## config.mk

```make
export PLATFORM = sky130hd
export DESIGN_NAME = tempo_step_sequencer
export DESIGN_NICKNAME = d
export VERILOG_FILES = /design/src/rtl/tempo_step_sequencer.sv
export SDC_FILE = /design/constraint.sdc
export NUM_CORES = 1
export LEC_CHECK = 0
export BUFFER_PORTS_ARGS = -buffer_cell sky130_fd_sc_hd__clkbuf_2
export CAP_MARGIN = 25
export CORE_AREA = 2 2 91 93
export DETAILED_ROUTE_END_ITERATION = 16
export DIE_AREA = 0 0 93 95
export GPL_TIMING_DRIVEN = 0
export HOLD_SLACK_MARGIN = 0.15
export MAX_ROUTING_LAYER = met4
export PLACE_DENSITY_LB_ADDON = 0.05
export SYNTH_ARGS = -nofsm -noshare
export SYNTH_HDL_FRONTEND = slang
export SYNTH_SLANG_ARGS = --single-unit
```

## constraint.sdc

```tcl
create_clock -name clk -period 4.3 [get_ports clk]
set_input_delay 0.645 -clock clk [delete_from_list [all_inputs] [get_ports clk]]
set_output_delay 0.645 -clock clk [all_outputs]
set_load 0.02 [all_outputs]
```

## src/rtl/tempo_step_sequencer.sv

```systemverilog
// Playback scheduler: turns a tempo period (cycles per step) into a one-cycle
// beat strobe and a step index, with start / pause-resume / stop and loop or one-shot modes.
`timescale 1ns/1ps

module tempo_step_sequencer #(
    parameter int STEPS      = 8,
    parameter int PERIOD_W   = 28,
    parameter int MIN_PERIOD = 2
) (
    input  logic                      clk,
    input  logic                      reset,
    input  logic                      start,
    input  logic                      pause,
    input  logic                      stop,
    input  logic                      loop_en,
    input  logic [PERIOD_W-1:0]       period_in,
    output logic [$clog2(STEPS)-1:0]  step,
    output logic                      beat,
    output logic                      running,
    output logic                      paused,
    output logic                      done,
    output logic [PERIOD_W-1:0]       period_active
);

    localparam int STEP_W = $clog2(STEPS);
    localparam logic [STEP_W-1:0]   LAST_STEP = STEP_W'(STEPS - 1);
    localparam logic [PERIOD_W-1:0] MIN_P     = PERIOD_W'(MIN_PERIOD);

    typedef enum logic [1:0] {
        IDLE  = 2'd0,
        RUN   = 2'd1,
        PAUSE = 2'd2
    } state_t;

    state_t              state;
    logic [PERIOD_W-1:0] cnt;
    logic [PERIOD_W-1:0] p_clamped;

    assign p_clamped = (period_in < MIN_P) ? MIN_P : period_in;

    // NOTE: every register here uses <= so all of them update from the same pre-edge values.
    always_ff @(posedge clk) begin
        if (reset) begin
            state         <= IDLE;
            step          <= '0;
            beat          <= 1'b0;
            running       <= 1'b0;
            paused        <= 1'b0;
            done          <= 1'b0;
            period_active <= MIN_P;
            cnt           <= '0;
        end else begin
            // Strobes default low; only the branches below raise them for a single cycle.
            beat <= 1'b0;
            done <= 1'b0;

            if (stop) begin
                state   <= IDLE;
                step    <= '0;
                cnt     <= '0;
                running <= 1'b0;
                paused  <= 1'b0;
            end else if (start) begin
                state         <= RUN;
                step          <= '0;
                beat          <= 1'b1;
                cnt           <= p_clamped - 1'b1;
                period_active <= p_clamped;
                running       <= 1'b1;
                paused        <= 1'b0;
            end else begin
                case (state)
                    IDLE: ;
                    RUN: begin
                        if (pause) begin
                            // Pause wins over a boundary in the same cycle; the boundary is simply deferred.
                            state  <= PAUSE;
                            paused <= 1'b1;
                        end else if (cnt == '0) begin
                            if (step != LAST_STEP || loop_en) begin
                                step          <= (step == LAST_STEP) ? '0 : step + 1'b1;
                                beat          <= 1'b1;
                                cnt           <= p_clamped - 1'b1;
                                period_active <= p_clamped;
                            end else begin
                                state   <= IDLE;
                                step    <= '0;
                                done    <= 1'b1;
                                running <= 1'b0;
                            end
                        end else begin
                            cnt <= cnt - 1'b1;
                        end
                    end
                    PAUSE: begin
                        if (pause) begin
                            state  <= RUN;
                            paused <= 1'b0;
                        end
                    end
                    default: begin
                        state   <= IDLE;
                        running <= 1'b0;
                        paused  <= 1'b0;
                    end
                endcase
            end
        end
    end

endmodule

```

Word level (Yosys, flattened, before mapping) --
Index checks and enable logic that the tools add are counted.
Cells by class: add/subtract/negate cells 3, magnitude comparators 1, equal/unequal tests 18, mux-type cells 33, bitwise gates (word level) 5, reductions and logical operators 17
Operator list (number):
- $mux 28 | 11
- $sub 28x1->28 const B | 2
- $logic_not 28->1 | 1
- $lt 28x2->1 const B | 1
- $ne 3x3->1 const B | 7
- $mux 1 | 13
- $reduce_and 4->1 | 3
- $reduce_and 3->1 | 3
- $mux 2 | 4
- $ne 2x2->1 const B | 4
- $ne 4x4->1 const B | 2
- $mux 3 | 2
- $pmux 2 s3 | 1
- $reduce_bool 2->1 | 3
- $reduce_or 6->1 | 1
- $not 1->1 | 5
- $reduce_and 5->1 | 1
- $reduce_or 2->1 | 2
- $add 3x1->3 const B | 1
- $eq 3x3->1 const B | 1
- $ne 3x2->1 const B | 1
- $pmux 1 s3 | 1
- $reduce_or 3->1 | 1
- $eq 2x1->1 const B | 1
- 5 further kinds | 5
Storage, ports and cells: bits in registers 65, input bits 34, output and inout port bits 35

Longest topological paths before layout --
Gate-level depths: netlist (run 1).
word-level depth 8, gate-level depth with buffers 13, gate-level depth less buffers 11

Least setup slack after synthesis (run 1) --
Ideal clock, no wire load.
path kind input -> register, from in period_in[17], to reg cnt[26], setup time 119 ps, arrival time 3646 ps, data required time 4181 ps, setup slack 536 ps, stages 13, buffers on the path 2, cell sequence or4_1 > buf_2 > or4_4 > buf_6 > or2_1 > o21ai_2 > ha_1 > nor2b_1 > nand4_1 > nor3_1 > xnor2_1 > a22oi_1 > o221a_2
On the way: cells in the longest elaborated chain, start to end 8
RTL lines:
- start: declaration | RTL line 16 | input logic [PERIOD_W-1:0] period_in,
- $lt 28x2->1 | RTL line 39 | assign p_clamped = (period_in < MIN_P) ? MIN_P : period_in;
- $mux 28 (*) | RTL line 39
- $sub 28x1->28 (*) | RTL line 67, 83
- $mux 28 | RTL line 80 | if (step != LAST_STEP || loop_en) begin
- $mux 28 | RTL line 79 | end else if (cnt == '0) begin
- $mux 28 | RTL line 75 | if (pause) begin
- $mux 28 | RTL line 72 | case (state)
- $mux 28 (*) | RTL line 63 | end else if (start) begin
- end signal: assignment | RTL line 67 | cnt <= p_clamped - 1'b1;
- end signal: assignment | RTL line 83 | cnt <= p_clamped - 1'b1;
- end signal: assignment | RTL line 92 | cnt <= cnt - 1'b1;
- end: declaration | RTL line 36 | logic [PERIOD_W-1:0] cnt;
Every way passes the cells marked *; elsewhere a longest branch is shown, timed or not. The select of a mux whose other input is x is not followed. A chain may end at the register's enable or synchronous reset.

Worst setup path in the final report (run 1) --
from in period_in[15], to reg cnt[24]
Same word-level chain as after synthesis.

==> run summary, run 1 <==
Die Wd: 93 um
synthesized area per cell: 7.463 um^2
M3 GR Usage: 0.06464
worst setup path class: in -> reg
top post-synthesis cells by area: dfxtp_1, nand2_1, a21oi_1
total gr overflow: 0
WL final: 12260 um
CP required: 4.57 ns
met2 Resource Use GR: 0.4710
CP endpoint kind: flop
Distinct cells, synth: 58
via count: 4157
Post-CTS Resized: 0
Detail Route Antenna Nets: 0
GP Congestion: 0.9756
Synth warnings: 0
1st-pass router iterations: 5
cts hold-fix bufs: 0
leak pwr: 1.703 nW
clock buffer count from CTS: 9
Final Util: 0.5715
number of max-cap violations: 0
clk slew on worst S/H paths: 0.07 ns
grt peak-use layer: met2
Synth async-reset ratio: 0
Core Footprint: 0.007928 mm^2
count leader, synth: nand2_1
fin crit period: 4.030 ns
final hold violations: 0
Worst path slowest cell: or4_1
Largest stage delay, worst path: 0.50 ns
Slew HR: 0.2689
Pwr Total: 1.742 mW
Final TNS setup: 0 ns
Worst setup SP type: input pin
Starting DRT DRC Count: 247
post-synth top area cell: dfxtp_1
DP HPWL: 9287 um
Seq/Total Area, Yosys: 0.3419
Vias/cell: 5.964
# setup viols final: 0
status: finished clean
Max VDD drop: 0.2405 mV
Die Area: 0.008835 mm^2
CP cell instances: clkbuf_2 > or4_1 > buf_2 > or4_4 > buf_6 > or2_1 > o21ai_2 > ha_1 > nor2b_1 > nand4_1 > nor4_1 > xor2_1 > o21ai_0 > a211oi_1
CTS tree: done
clk buf depth: 2
R2R Setup Slk: 1.21 ns
Synth Register Bits: 65
main flop type after synthesis: dfxtp_1
Layout Skew: 0.01287 ns
Post-synth EDFFs: 0
Worst-Skew Late Latency: 0.36 ns
Final Cycle Share: 0.9371
post-synth top area share: 0.3419
maximum number of pins on one net before global-route repair: 12
unrepaired setup endpoints after global routing: false
gr usage total: 0.2956
Slew Viols, Final: 0
global-route wire length before repair: 19620 um
Ant. Diodes: 0
Cell Area, Synth: 0.003806 mm^2
top cells by count, synth: nand2_1, dfxtp_1, a21oi_1
CTS Root Cell: clkbuf_8
Mapped Cells: 510
H-tree depth: 3
Remaining DRCs: 0
PwrDens: 384.4 mW/mm^2
vias in the first global route: 3851
Syn Nets: 549
met1 GRT Util: 0.3765
Least-Margin Pin Slew: 1.081 ns
Worst path top cell family by delay: simple AND/OR/NAND/NOR gates
WL/cell: 17.58 um
Nets: 626
Die Ht: 95 um
starting density of the core: 0.4801
Worst EP arrival: 4.30 ns
postcts setup bufs: 0
I/O pin cnt: 69
P&R area growth vs syn: 19.03%
share of layout cells above drive strength 1: 0.1875
port buffer count: 66
Hold Crit Class: reg -> reg
clk sinks: 65
fmax: 0.2482 GHz
crit-path max FO: 8
FP Rows: 33
initial antenna violation count: 0
Worst Path Buf+Inv: 3
logic make-up after synthesis:
logic type	Yosys count	share of synthesized area
AOI/OAI and AO/OA	137	0.2176
xor gates and xnor gates	19	0.04372
adders and majority gates	5	0.01644
buffers and inverters	37	0.04142
DFF	65	0.3419
muxes	6	0.01676
and+or+nand+nor	241	0.3222
cell type report:
| class | instances | area [um^2] |
|---|---|---|
| Fill cell | 795 | 3397 |
| Multi-Input combinational cell | 408 | 2347 |
| Sequential cell | 65 | 1301 |
| Timing Repair Buffer | 66 | 330.3 |
| Clock buffer | 12 | 165.2 |
| Tap cell | 105 | 131.4 |
| Buffer | 27 | 120.1 |
| Clock inverter | 4 | 97.59 |
| Inverter | 10 | 37.54 |
tightest hold or removal path: stages, from the launching register on:
cell and delay (ns):
dfxtp_1 0.31, nand2_1 0.05, a21oi_1 0.05
sequential cells by signal, summed over array words and instances, names as in the netlist:
signal,flops
step,3
cnt,28
paused,1
done,1
running,1
period_active,28
state,2
beat,1
where the power goes:
part | internal, mW | total [mW] | switching (mW)
Clock | 0.433 | 0.688 | 0.255
Combinational | 0.131 | 0.398 | 0.267
Sequential | 0.631 | 0.655 | 0.0243
per-stage QoR:
stage	cell area [um^2]	worst slack, ns	hold WS (ns)	instances
floorplan	3806	0.5355	0.4538	510
global placement	4268	-0.03324	0.4417	681
detailed placement	4268	-0.04001	0.4511	681
CTS	4531	0.3116	0.4624	697
global route	4531	0.01176	0.4816	697
finish	4531	0.2704	0.4578	697
worst paths after layout:
kind,end,cells after the start,startpoint
worst max-delay path,cnt[24]$_SDFFE_PP0P_,14,period_in[15]
worst min-delay path,period_active[7]$_SDFFE_PP0P_,2,period_active[7]$_SDFFE_PP0P_
worst max register to register,cnt[26]$_SDFFE_PP0P_,8,cnt[0]$_SDFFE_PP0P_
worst min register to register,period_active[7]$_SDFFE_PP0P_,2,period_active[7]$_SDFFE_PP0P_
cell usage in the layout (no fill, tap or decap), drive strengths merged, types with 3 or more instances in the layout:
master	count
nand2	83
nand3b	3
a21oi	61
ha	5
o21ai	31
dfxtp	65
nand2b	6
a31oi	6
nor4b	5
xor2	7
o22ai	3
nor4	17
buf	10
nor2	37
o211ai	8
clkbuf	95
inv	10
bufinv	3
and4	5
o221a	3
and2	3
mux2	3
or3	9
or4	10
nand4	12
a211oi	4
nand3	16
nor3	21
mux2i	3
o31a	3
xnor2	12
or2	7
layer usage:
| metal | vias up | share of wire | routed length [um] |
|---|---|---|---|
| met5 | - | 0 | 0 |
| met4 | 0 | 0.017 | 206 |
| met3 | 16 | 0.066 | 810 |
| met2 | 156 | 0.46 | 5649 |
| met1 | 1957 | 0.46 | 5589 |
| li1 | 2028 | - | - |
No activity file was read; power rests on OpenSTA's default activity.
==> run 2: changes to the inputs <==
- clock period: 4.3 -> 3.82 ns (I/O delays scaled with it)
==> run 2 against run 1 <==
  * Clock power rose by 13%
  * Power up 13%
  * Critical endpoint is now cnt[18]$_SDFFE_PP0P_
  * Hold slack about the same
  * First-iteration DRC count is 19% higher
  * Sequential power is 13% higher
  * Via count up 0.82%
  * Die area unchanged
  * Clock-buffer cell count unchanged
  * Register-to-register slack got worse by 0.50 ns
  * Largest cell class unchanged
  * Setup slack lost 0.13 ns
==> run summary, run 2 (synthesis gave the netlist of run 1 again) <==
P&R area growth vs syn: 20.28%
R2R Setup Slk: 0.71 ns (-0.50 ns)
Least-Margin Pin Slew: 1.085 ns (+0.003570 ns)
Worst-Skew Late Latency: 0.36 ns (about the same)
worst hold stages: 2 (unchanged)
routed wl met3: 788 um (-2.7%)
Starting DRT DRC Count: 293 (+19%)
Die Wd: 93 um (unchanged)
# setup viols final: 0 (unchanged)
Final Cycle Share: 0.9628
CP required: 4.10 ns (-0.47 ns)
CP endpoint kind: flop
final hold violations: 0 (unchanged)
register area: 0.001301 mm^2 (unchanged)
Vias/cell: 5.996 (+0.53%)
WL final: 12390 um (+1.1%)
Core Footprint: 0.007928 mm^2 (unchanged)
number of max-cap violations: 0 (unchanged)
I/O pin cnt: 69 (unchanged)
share of layout cells above drive strength 1: 0.1953 (+0.007786)
Top Layer Used: met4
fillers: 784 (-1.4%)
Nets: 628 (+0.32%)
FP Rows: 33 (unchanged)
Worst setup SP type: input pin
CTS tree: done
multi-input logic area: 0.002380 mm^2 (+1.4%)
Max VDD drop: 0.2711 mV (+13%)
leak pwr: 1.713 nW (+0.56%)
Die Area: 0.008835 mm^2 (unchanged)
most frequent cells in the layout: nand2_1, clkbuf_2, dfxtp_1
Final Util: 0.5775 (+0.005998)
maximum number of pins on one net before global-route repair: 12 (unchanged)
vias in the first global route: 3880 (+0.75%)
Cell Count Post-Placement: 681 (unchanged)
worst setup path class: in -> reg
clk sinks: 65 (unchanged)
WL/cell: 17.72 um (+0.78%)
status: finished clean
Layout Skew: 0.01299 ns (+0.0001183 ns)
clk slew on worst S/H paths: 0.07 ns (about the same)
FF-to-FF Start: cnt[0]$_SDFFE_PP0P_
crit-path max FO: 8 (unchanged)
total gr overflow: 0 (unchanged)
Remaining DRCs: 0 (unchanged)
Critical Path Start: period_in[15]
initial antenna violation count: 0 (unchanged)
global-route wire length before repair: 19710 um (+0.46%)
Slew HR: 0.2665 (-0.002414)
fin crit period: 3.678 ns
fmax: 0.2719 GHz
gr usage total: 0.2970 (+0.001388)
Pwr Total: 1.970 mW (+13%)
1st-pass router iterations: 5 (unchanged)
Hold Crit Class: reg -> reg
crit path to: cnt[18]$_SDFFE_PP0P_
Worst EP arrival: 3.96 ns (-0.34 ns)
registers with the most flip-flops: cnt x28, period_active x28, step x3
GP Congestion: 0.9756 (unchanged)
PwrDens: 430.3 mW/mm^2 (+12%)
CTS Root Cell: clkbuf_8
metal2 WL: 5697 um (+0.85%)
non-filler cells, final: 699 (+0.29%)
met1 wire length: 5666 um (+1.4%)
fin area: 0.004578 mm^2 (+1.0%)
unrepaired setup endpoints after global routing: false
clock buffer count from CTS: 9 (unchanged)
via count: 4191 (+0.82%)
Detail Route Antenna Nets: 0 (unchanged)
R2R depth: 8 (unchanged)
FF-to-FF End: cnt[26]$_SDFFE_PP0P_
Die Ht: 95 um (unchanged)
clk buf depth: 2 (unchanged)
Placed Area: 0.004268 mm^2 (unchanged)
Hold Slack: 0.4578 ns (-0.000003000 ns)
Ant. Diodes: 0 (unchanged)
starting density of the core: 0.4801 (unchanged)
leading cell type in the layout, fill and taps excluded: nand2_1
H-tree depth: 3 (unchanged)
DP HPWL: 9287 um (unchanged)
port buffer count: 66 (unchanged)
Slew Viols, Final: 0 (unchanged)
==> run 2: cell types whose count changed in the layout (fill, tap and decap cells not counted), sizes merged <==
cell / before / now
buf: 10 / 12
==> run 2: per-layer routing <==
layer,vias to the layer above,track usage
met4,0,0.09191
met2,165,0.4752
met3,23,0.06464
li1,2028,-
met1,1975,0.3770
met5,-,-
==> run 2: report_power, final <==
part | leakage [nW] | switching (mW) | internal (mW)
Clock | 0.129 | 0.293 | 0.487
Sequential | 0.529 | 0.0273 | 0.710
Combinational | 1.05 | 0.303 | 0.149
Total | 1.71 | 0.623 | 1.35
==> run 2: what timing repair did <==
action                                  CTS  global route
hold buffers                              0             0
resized for setup                         1             4
buffers inserted                          2             0
cloned                                    0             0
endpoints found under the setup margin    5             7
==> run 2: per-stage QoR <==
stage / setup slack, ns / setup TNS (ns)
after floorplan: 0.1275 / 0
after global placement: -0.4412 / -2.588
after detailed placement: -0.4480 / -2.593
after CTS: 0.07757 / 0
after global routing: 0.004190 / 0
final: 0.1421 / 0
==> run 2: cell type report <==
| cell class | instances | area share |
|---|---|---|
| Buffer | 27 | 0.02624 |
| Clock buffer | 12 | 0.03608 |
| Clock inverter | 4 | 0.02132 |
| Inverter | 10 | 0.008199 |
| Multi-Input combinational cell | 408 | 0.5198 |
| Sequential cell | 65 | 0.2842 |
| Tap cell | 105 | 0.02870 |
| Timing Repair Buffer | 68 | 0.07543 |
==> run 2: how the worst min path moves through the flow <==
stage                                          end  slack (ns)                            from
global placement    period_active[25]$_SDFFE_PP0P_        0.44  period_active[25]$_SDFFE_PP0P_
finish               period_active[7]$_SDFFE_PP0P_        0.46   period_active[7]$_SDFFE_PP0P_
floorplan                     cnt[22]$_SDFFE_PP0P_        0.45            cnt[22]$_SDFFE_PP0P_
CTS                 period_active[15]$_SDFFE_PP0P_        0.46  period_active[15]$_SDFFE_PP0P_
global route        period_active[26]$_SDFFE_PP0P_        0.48                   period_in[26]
detailed placement  period_active[15]$_SDFFE_PP0P_        0.45  period_active[15]$_SDFFE_PP0P_
==> run 2: critical path: stages <==
cell,delay [ns]
clkbuf_2,0.12
or4_1,0.49
buf_2,0.18
or4_4,0.49
buf_6,0.15
or2_1,0.26
o21ai_4,0.21
ha_4,0.21
nor2b_1,0.15
nand4_1,0.11
buf_4,0.21
or3_1,0.31
a21oi_1,0.19
o21ai_0,0.13
a21oi_1,0.16
==> run 3: changes to the inputs <==
- CELL_PAD_IN_SITES_DETAIL_PLACEMENT: default -> 1
- CELL_PAD_IN_SITES_GLOBAL_PLACEMENT: default -> 1
- CORE_AREA: 2 2 91 93 -> 2 2 100 102
- DIE_AREA: 0 0 93 95 -> 0 0 102 104
- PLACE_DENSITY: default -> 0.88
- PLACE_DENSITY_LB_ADDON: 0.05 -> default
==> run 3 against run 2 <==
  * Highest routed layer unchanged
  * Critical endpoint is now cnt[16]$_SDFFE_PP0P_
  * Sequential share of layout area shrank 0.38 points
  * Flip-flop and latch count is the same
  * Cell count grew 4.1%
  * Power shrank 1.0%
  * Non-clock buffer count grew 1
  * Global-route usage shrank 1.9 points
  * Largest cell class unchanged
  * Maximum frequency shrank 1.7%
  * Sequential power is essentially flat
  * Wire length grew 13%
  * Utilization shrank 9.2 points
==> run summary, run 3 (synthesis gave the netlist of run 1 again) <==
status: finished clean
clk sinks: 65 (unchanged)
maximum number of pins on one net before global-route repair: 12 (unchanged)
cts hold-fix bufs: 0 (unchanged)
most frequent cells in the layout: nand2_1, clkbuf_2, dfxtp_1
Final Util: 0.4858 (-0.09164)
Worst Path Buf+Inv: 4 (unchanged)
sequential share of power: 0.379 (+0.005)
Hold Crit Class: reg -> reg
switching share of power: 0.3267 (+0.01048)
port buffer count: 66 (unchanged)
Pwr Total: 1.949 mW (-1.0%)
share of layout cells above drive strength 1: 0.2017 (+0.006394)
fin area: 0.004639 mm^2 (+1.3%)
vias in the first global route: 4450 (+15%)
Layout Skew: 0.01101 ns (-0.001976 ns)
Least-Margin Pin Slew: 1.037 ns (-0.04769 ns)
fmax: 0.2672 GHz (-1.7%)
Slew HR: 0.2987 (+0.03224)
# setup viols final: 0 (unchanged)
CP endpoint kind: flop
leading cell type in the layout, fill and taps excluded: nand2_1
Worst EP arrival: 4.03 ns (+0.07 ns)
Core Footprint: 0.009549 mm^2 (+20%)
1st-pass router iterations: 5 (unchanged)
net switching power: 0.6367 mW (+2.2%)
FF-to-FF Start: cnt[14]$_SDFFE_PP0P_
critical path depth in cells: 15 (unchanged)
global-route wire length before repair: 22690 um (+15%)
Clk pwr share: 0.382 (-0.014)
Largest stage delay, worst path: 0.53 ns (+0.04 ns)
PwrDens: 420.2 mW/mm^2 (-2.4%)
Die Area: 0.01061 mm^2 (+20%)
CP required: 4.10 ns (about the same)
Nets: 629 (+0.16%)
Final TNS setup: 0 ns (unchanged)
WL final: 13980 um (+13%)
starting density of the core: 0.3986 (-0.08153)
Hold Slack: 0.4587 ns (+0.0008630 ns)
clk slew on worst S/H paths: 0.08 ns (about the same)
Remaining DRCs: 0 (unchanged)
number of max-cap violations: 0 (unchanged)
crit path to: cnt[16]$_SDFFE_PP0P_
Max VDD drop: 0.2190 mV (-19%)
WL/cell: 19.20 um (+8.4%)
FF-to-FF End: cnt[17]$_SDFFE_PP0P_
Slew Viols, Final: 0 (unchanged)
worst setup path class: in -> reg
Worst setup SP type: input pin
via count: 4362 (+4.1%)
Ant. Diodes: 0 (unchanged)
Critical Path Start: period_in[15]
Placed Area: 0.004303 mm^2 (+0.82%)
P&R area growth vs syn: 21.89%
H-tree depth: 3 (unchanged)
clk buf depth: 2 (unchanged)
Starting DRT DRC Count: 242 (-17%)
Vias/cell: 5.992 (about the same)
Final Cycle Share: 0.9798 (+0.01696)
GP Congestion: 0.9296 (-4.7%)
final hold violations: 0 (unchanged)
Die Ht: 104 um (+9.5%)
CP cell instances: clkbuf_2 > or4_4 > buf_6 > or4_4 > buf_6 > or2_1 > o21ai_4 > ha_4 > nor2b_1 > nand4_1 > buf_6 > nor3_1 > xnor2_1 > a211o_1 > a21oi_1
most frequent CP cell: buf_6
Die Wd: 102 um (+9.7%)
R2R depth: 7 (-1)
I/O pin cnt: 69 (unchanged)
CTS tree: done
Detail Route Antenna Nets: 0 (unchanged)
Worst path slowest cell: or4_4
registers with the most flip-flops: cnt x28, period_active x28, step x3
DP HPWL: 10460 um (+13%)
fin crit period: 3.743 ns (+0.06479 ns)
total gr overflow: 0 (unchanged)
initial antenna violation count: 0 (unchanged)
R2R Setup Slk: 0.77 ns (+0.06 ns)
combinational share of power: 0.239 (+0.010)
CTS Root Cell: clkbuf_8
gr usage total: 0.2778 (-0.01912)
Worst path top cell family by delay: simple AND/OR/NAND/NOR gates
FP Rows: 36 (+9.1%)
crit-path max FO: 8 (unchanged)
leak pwr: 1.725 nW (+0.71%)
clock buffer count from CTS: 9 (unchanged)
internal power: 1.313 mW (-2.6%)
Worst-Skew Late Latency: 0.36 ns (about the same)
## run 3: area by class of cell
class                           instances  area, um^2
Fill cell                            1252        4910
Clock buffer                           11       141.4
Inverter                               10       37.54
Timing Repair Buffer                   69       356.6
Buffer                                 27       126.4
Clock inverter                          5       102.6
Tap cell                              133       166.4
Sequential cell                        65        1301
Multi-Input combinational cell        408        2407
## run 3: repair_timing
| action | CTS | global route |
|---|---|---|
| resized for setup | 4 | 11 |
| endpoints found under the hold margin | 0 | 0 |
| cloned | 0 | 0 |
| pin swaps | 0 | 4 |
| setup buffers | 1 | 2 |
| endpoints found under the setup margin | 6 | 6 |
## run 3: power groups by stage
stage	clock network [mW]	logic, mW	registers (mW)
after floorplan	0	0.275	0.766
after global placement	0	0.433	0.751
after detailed placement	0	0.447	0.753
after CTS	0.748	0.452	0.738
after global routing	0.777	0.509	0.743
final	0.745	0.465	0.739
## run 3: stage by stage
step	setup WS (ns)	instances
2_1_floorplan	0.1275	510
3_3_place_gp	-0.4338	709
3_5_place_dp	-0.6299	709
4_1_cts	0.03120	726
5_1_grt	-0.003902	728
6_report	0.07730	728
## run 3: layer usage
layer | track usage | vias up | part of all wire | wire [um]
met1 | 0.3516 | 2125 | 0.43 | 6015
met5 | - | - | 0 | 0
li1 | - | 2028 | - | -
met4 | 0.09429 | 0 | 0.020 | 277
met2 | 0.4445 | 175 | 0.49 | 6878
met3 | 0.05040 | 34 | 0.058 | 809
## run 3: worst min path at each step
| stage | to | cells past startpoint | slack [ns] | from |
|---|---|---|---|---|
| 2_1_floorplan | cnt[22]$_SDFFE_PP0P_ | 2 | 0.45 | cnt[22]$_SDFFE_PP0P_ |
| 3_3_place_gp | period_active[16]$_SDFFE_PP0P_ | 2 | 0.44 | period_active[16]$_SDFFE_PP0P_ |
| 3_5_place_dp | period_active[24]$_SDFFE_PP0P_ | 2 | 0.45 | period_active[24]$_SDFFE_PP0P_ |
| 4_1_cts | period_active[24]$_SDFFE_PP0P_ | 2 | 0.46 | period_active[24]$_SDFFE_PP0P_ |
| 5_1_grt | period_active[14]$_SDFFE_PP0P_ | 2 | 0.47 | period_active[14]$_SDFFE_PP0P_ |
| 6_report | period_active[24]$_SDFFE_PP0P_ | 2 | 0.46 | period_active[24]$_SDFFE_PP0P_ |
## run 3: tightest hold or removal path, stage by stage (launching register included)
cell	delay, ns
dfxtp_1	0.31
nand2_1	0.05
a21oi_1	0.05
